$ cat src/rtl/cpu_net_if.sv
// Memory-side bus of the cpu_net accumulator core: instruction in, address/store data/strobe out.
interface cpu_net_if;
   logic [7:0] inst;
   logic [7:0] address;
   logic [7:0] out_data;
   logic       store;

   modport master (
      input  inst,
      output address,
      output out_data,
      output store
   );

   modport slave (
      output inst,
      input  address,
      input  out_data,
      input  store
   );
endinterface

$ cat src/rtl/cpu_net.sv
// 8-bit accumulator core executing one externally supplied instruction per clock.
// Every state bit is reset so the core is fully deterministic from reset.
module cpu_net (
   input  logic      clk,
   input  logic      reset,
   cpu_net_if.master bus
);
   typedef enum logic [2:0] {
      OP_LDI   = 3'd0,
      OP_ADDI  = 3'd1,
      OP_ADD   = 3'd2,
      OP_SUB   = 3'd3,
      OP_LOG   = 3'd4,
      OP_MOV   = 3'd5,
      OP_STORE = 3'd6,
      OP_SHJZ  = 3'd7
   } opcode_e;

   logic [7:0]      acc_q, acc_d;
   logic [7:0]      pc_q, pc_d;
   logic [3:0][7:0] r_q, r_d;
   logic            z_q, z_d;
   logic            c_q, c_d;
   logic [7:0]      address_q, address_d;
   logic [7:0]      out_data_q, out_data_d;
   logic            store_q, store_d;

   opcode_e    op;
   logic [1:0] n;
   logic [1:0] sub_op;
   logic [7:0] imm5;
   logic [7:0] rn;
   logic [8:0] sum9;
   logic       acc_wr;

   assign op     = opcode_e'(bus.inst[7:5]);
   assign n      = bus.inst[1:0];
   assign sub_op = bus.inst[4:3];
   assign imm5   = {3'b000, bus.inst[4:0]};
   assign rn     = r_q[n];

   always_comb begin
      acc_d      = acc_q;
      pc_d       = pc_q + 8'd1;
      r_d        = r_q;
      z_d        = z_q;
      c_d        = c_q;
      out_data_d = out_data_q;
      store_d    = 1'b0;
      acc_wr     = 1'b0;
      sum9       = 9'd0;
      unique case (op)
         OP_LDI: begin
            acc_d  = imm5;
            acc_wr = 1'b1;
         end
         OP_ADDI: begin
            sum9         = {1'b0, acc_q} + {1'b0, imm5};
            {c_d, acc_d} = sum9;
            acc_wr       = 1'b1;
         end
         OP_ADD: begin
            sum9         = {1'b0, acc_q} + {1'b0, rn};
            {c_d, acc_d} = sum9;
            acc_wr       = 1'b1;
         end
         OP_SUB: begin
            acc_d  = acc_q - rn;
            c_d    = (acc_q < rn);
            acc_wr = 1'b1;
         end
         OP_LOG: begin
            unique case (sub_op)
               2'b00:   acc_d = acc_q & rn;
               2'b01:   acc_d = acc_q | rn;
               2'b10:   acc_d = acc_q ^ rn;
               default: acc_d = ~acc_q;
            endcase
            acc_wr = 1'b1;
         end
         OP_MOV: begin
            if (bus.inst[4]) begin
               acc_d  = rn;
               acc_wr = 1'b1;
            end else begin
               r_d[n] = acc_q;
            end
         end
         OP_STORE: begin
            store_d    = 1'b1;
            out_data_d = acc_q;
         end
         default: begin
            unique case (sub_op)
               2'b00: begin
                  c_d    = acc_q[7];
                  acc_d  = {acc_q[6:0], 1'b0};
                  acc_wr = 1'b1;
               end
               2'b01: begin
                  c_d    = acc_q[0];
                  acc_d  = {1'b0, acc_q[7:1]};
                  acc_wr = 1'b1;
               end
               2'b10: begin
                  {c_d, acc_d} = {acc_q, c_q};
                  acc_wr       = 1'b1;
               end
               default: begin
                  // JZ target lives in inst[2:0], not the register index.
                  if (z_q) pc_d = {5'b00000, bus.inst[2:0]};
               end
            endcase
         end
      endcase
      if (acc_wr) z_d = (acc_d == 8'd0);
      address_d = (op == OP_STORE) ? rn : pc_d;
   end

   always_ff @(posedge clk) begin
      if (reset) begin
         acc_q      <= 8'd0;
         pc_q       <= 8'd0;
         r_q        <= '0;
         z_q        <= 1'b0;
         c_q        <= 1'b0;
         address_q  <= 8'd0;
         out_data_q <= 8'd0;
         store_q    <= 1'b0;
      end else begin
         acc_q      <= acc_d;
         pc_q       <= pc_d;
         r_q        <= r_d;
         z_q        <= z_d;
         c_q        <= c_d;
         address_q  <= address_d;
         out_data_q <= out_data_d;
         store_q    <= store_d;
      end
   end

   assign bus.address  = address_q;
   assign bus.out_data = out_data_q;
   assign bus.store    = store_q;
endmodule

$ cat src/flat_wrapper.sv
// flat-port wrapper written by rule: the top's interface ports become plain ports
module cpu_net_flat 
  (clk, reset, bus_inst, bus_address, bus_out_data, bus_store);
  cpu_net_if bus_i ();
  input  logic clk;
  input  logic reset;
  input wire logic [$bits(bus_i.inst)-1:0] bus_inst;
  output wire logic [$bits(bus_i.address)-1:0] bus_address;
  output wire logic [$bits(bus_i.out_data)-1:0] bus_out_data;
  output wire logic [$bits(bus_i.store)-1:0] bus_store;
  assign bus_i.inst = bus_inst;
  assign bus_address = bus_i.address;
  assign bus_out_data = bus_i.out_data;
  assign bus_store = bus_i.store;
  cpu_net u_core (.clk(clk), .reset(reset), .bus(bus_i));
endmodule
$ cat config.mk
export PLATFORM = sky130hd
export DESIGN_NAME = cpu_net_flat
export DESIGN_NICKNAME = d
export VERILOG_FILES = /design/src/rtl/cpu_net_if.sv /design/src/rtl/cpu_net.sv /design/src/flat_wrapper.sv
export SDC_FILE = /design/constraint.sdc
export NUM_CORES = 1
export LEC_CHECK = 0
export ABC_AREA = 1
export BUFFER_PORTS_ARGS = -buffer_cell sky130_fd_sc_hd__buf_2
export CORE_MARGIN = 4
export CORE_UTILIZATION = 35
export DETAILED_ROUTE_END_ITERATION = 7
export PLACE_DENSITY_LB_ADDON = 0.12
export SLEW_MARGIN = 20
export SYNTH_ARGS = -nofsm -noshare
export SYNTH_HDL_FRONTEND = slang
export SYNTH_SLANG_ARGS = --single-unit
$ cat constraint.sdc
create_clock -name clk -period 3.4 [get_ports clk]
set_input_delay 0 -clock clk [delete_from_list [all_inputs] [get_ports clk]]
set_output_delay 0 -clock clk [all_outputs]
set_load 0.02 [all_outputs]
==> summary.txt <==
Placement
  • Gp weighted congestion: roughly 0.94
  • Pre-CTS setup slack: approximately 0.46 ns
  • Inst Count DP: 915
  • HPWL reported at the end of detailed placement: approximately 13000 µm
  • Port bufs: 26

Route
  • Wire per inst: about 18 µm
  • Drt first pass iters: 6
  • Post-Route WL: 16900 µm
  • DRC Markers: 0
  • Via density: ~5.3
  • Antenna-violating nets left: 0
  • Initial DRC count: about 540
  • Vias: between 4000 and 5000

Synth
  • Register area share after synthesis: ~28%
  • Most used DFF post-synth: dfxtp_1
  • Library cells used by synthesis: 41
  • Async SR Flop Fraction: 0%
  • Average size of a mapped cell: approximately 6.5 µm²
  • Synth Register Bits: 67
  • Post-synthesis cell count: 729
  • Syn. warnings: 0
  • EDFF count, synth: 0
  • Syn Nets: around 780
  • Cell area after synthesis: around 0.0047 mm²

Worst setup path
  • Reg2reg start: u_core.acc_q[0]$_SDFF_PP0_
  • Buffers and inverters on the worst path: 3
  • CP max stage delay: 0.50 ns
  • Flop-to-flop setup slack: around 0.49 ns
  • WS Path Type: reg -> reg
  • Delay-heaviest family, CP: simple AND/OR/NAND/NOR gates
  • Critical Path AT: between 3 and 4 ns
  • Worst-path fanout max: 7
  • Worst path cell trace: inv_1 > ha_1 > fa_1 > inv_1 > o21ai_0 > nand2_1 > inv_1 > nand2_1 > nor2_1 > nand3_1 > nand2_1 > nand3_1 > nor2_1 > nand3_1 > a21oi_1
  • CP endpoint kind: flop
  • Reg2reg end: u_core.z_q$_SDFFE_PP0P_
  • Crit start category: flop
  • Worst Path Required: roughly 3.7 ns
  • R2R depth: 15
  • CP max-delay cell: fa_1

Floorplanning
  • DIE AREA: approximately 0.015 mm²
  • I/O pin cnt: 27
  • Initial core utilization: between 30% and 40%
  • Die W: approximately 120 µm
  • Row count: between 40 and 50
  • Die Y-Extent: roughly 120 µm
  • Core area: 0.0132 mm²

STA
  • Final worst setup slack: roughly 0.49 ns
  • FMAX: around 340 MHz
  • Unrepaired setup endpoints after global routing: false
  • Worst-Margin Slew: slightly above 0.9 ns
  • Setup Skew: between 0.01 and 0.015 ns
  • Setup TNS: 0 ns
  • Period utilization: a little under nine tenths
  • Slew headroom: roughly 39%
  • Final Hold Viols: 0
  • Fin crit period: between 2 and 3 ns
  • Final setup violation count: 0
  • Max-slew violations: 0

Min path
  • Hold path cells: 3
  • Hold_sp: bus_inst[6]
  • Hold path endpoint: u_core.bus.out_data[4]$_SDFFE_PP0P_
  • Worst hold path class: in -> reg

CTS
  • CTS tree: done
  • Post-CTS setup buffers: 0
  • Clk sink count: 67
  • Clk root buf: clkbuf_16
  • Worst-case clock buffer depth: 2
  • H-tree depth: 3
  • Cells resized by post-CTS repair: 0
  • Hold-fix buffers, CTS: 0
  • Cts bufs inserted: 9
  • Worst-path clk slew: around 0.06 ns
  • Worst-Skew Late Latency: approximately 0.35 ns

Global routing
  • Vias in the first global route: 4747
  • Gr ovfl total: 0
  • Gr usage total: 23.1%
  • Largest net degree at the start of global routing: 32
  • First-pass GRT wire length: ~26000 µm
  • Initial antenna violation count: 0

Finish
  • Layout cells sized above 1: just over 10%
  • Sequential Area: 0.00134 mm²
  • Area Overhead vs Synth: 12.2%
  • Antenna Cells: 0
  • Net count, final: roughly 800
  • Fill cells: about 1500
  • Layout Cells excl Fill: 931
  • Area of the multi-input gates: between 0.002 and 0.003 mm²

Run
  • Max_cap viols: 0

Outcome
  • Outcome: finished, final reports clean

Pwr
  • PD cells: approximately 420 mW/mm²
  • Worst vdd ir: approximately 200 µV
  • Leakage: between 2 and 3 nW
-- cells in the mapped netlist (5+ instances only) --
cell type	number	area, µm²
clkbuf_1	7	26.3
nand2_1	207	777
inv_1	80	300
nor2_1	61	229
buf_2	8	40.0
ha_1	33	413
a21oi_1	50	250
dfxtp_1	67	1340
nor2_2	8	50.1
nand3_1	71	355
o21ai_0	38	190
nand3b_1	6	45.0
nand4_1	16	100
o21ai_1	5	25.0
inv_2	7	26.3
a211oi_1	10	75.1
-- logic make-up (layout without fill, tap and decap cells) --
group | Yosys count | in the layout | share of synthesized area (%)
compound gates | 126 | 126 | 15.3
fa+ha+maj | 36 | 36 | 10.0
simple gates | 385 | 385 | 35.8
xor+xnor | 1 | 1 | 0.186
buf+inv | 114 | 140 | 10.2
flops | 67 | 67 | 28.4
-- worst max-delay path by stage --
| stage | start | to | depth (start not counted) |
|---|---|---|---|
| 3_5_place_dp | bus_inst[1] | u_core.z_q$_SDFFE_PP0P_ | 17 |
| 3_3_place_gp | bus_inst[1] | u_core.z_q$_SDFFE_PP0P_ | 17 |
| 2_1_floorplan | bus_inst[0] | u_core.z_q$_SDFFE_PP0P_ | 17 |
| 4_1_cts | u_core.acc_q[0]$_SDFF_PP0_ | u_core.z_q$_SDFFE_PP0P_ | 15 |
| 6_report | u_core.acc_q[0]$_SDFF_PP0_ | u_core.z_q$_SDFFE_PP0P_ | 15 |
| 5_1_grt | u_core.acc_q[0]$_SDFF_PP0_ | u_core.z_q$_SDFFE_PP0P_ | 15 |
-- layout make-up --
class	count	share of cell area, %
Clock buffer	13	4.92
Inverter	89	6.31
Tap cell	176	4.16
Timing Repair Buffer	35	3.73
Sequential cell	67	25.3
Clock inverter	3	0.874
Multi-Input combinational cell	548	54.7
-- stage by stage --
step | area [µm²] | total power [mW] | hold slack [ns] | util [%]
floorplan | 4720 | 1.14 | 0.141 | -
global placement | 4990 | 1.28 | 0.417 | 37.7
detailed placement | 4990 | 1.27 | 0.417 | 37.7
CTS | 5290 | 2.25 | 0.0744 | 40.0
global route | 5290 | 2.33 | 0.124 | 40.0
finish | 5290 | 2.24 | 0.0818 | 40.0
-- state kept, by name, summed over array words and instances, names as in the netlist --
signal,count
u_core.acc_q,8
u_core.bus.address,8
u_core.bus.out_data,8
u_core.bus.store,1
u_core.c_q,1
u_core.pc_q,8
u_core.r_q,32
u_core.z_q,1
-- where the power goes --
group          total, mW  leakage, nW  internal (mW)  switching, mW
Sequential         0.828        0.544          0.811         0.0178
Clock              0.973        0.146          0.610          0.363
Combinational      0.437         1.83          0.132          0.305
-- worst reg2reg max path: stages (launching register included) --
cell and delay, ns:
dfxtp_1 0.49, inv_1 0.22, ha_1 0.27, fa_1 0.50
inv_1 0.05, o21ai_0 0.16, nand2_1 0.07, inv_1 0.05
nand2_1 0.04, nor2_1 0.16, nand3_1 0.10, nand2_1 0.13
nand3_1 0.09, nor2_1 0.25, nand3_1 0.12, a21oi_1 0.13
-- cell usage in the layout (no fill, tap or decap), types with 2 or more instances in the layout --
master,synthesis,final
fa_1,3,3
nand4_1,16,16
nor2_4,2,2
nand3_1,71,71
ha_1,33,33
o21ai_0,38,38
nand3b_1,6,6
or2_2,4,4
a31oi_1,3,3
clkinv_1,2,2
inv_1,80,80
clkbuf_8,0,2
a211oi_1,10,10
o21a_1,2,2
dfxtp_1,67,67
nor3_1,3,3
buf_4,4,9
a22oi_1,4,4
a221oi_1,2,2
inv_2,7,7
o21ai_1,5,5
clkbuf_1,7,2
nor2_1,61,61
nor2_2,8,8
nand2_1,207,207
buf_2,8,26
o211ai_1,2,2
a21oi_1,50,50
nand2_2,2,2
a2bb2oi_1,3,3
o221ai_1,4,4
clkbuf_16,0,9
-- routing by layer --
metal | up-vias | GRT usage, % | part of all wire [%]
met1 | 2279 | 31.8 | 46
met4 | 0 | 7.87 | 2.6
met2 | 205 | 34.4 | 43
met5 | - | 0 | 0
li1 | 2438 | - | -
met3 | 39 | 6.54 | 9.1
Note: power is estimated with default switching activity, not from simulation.
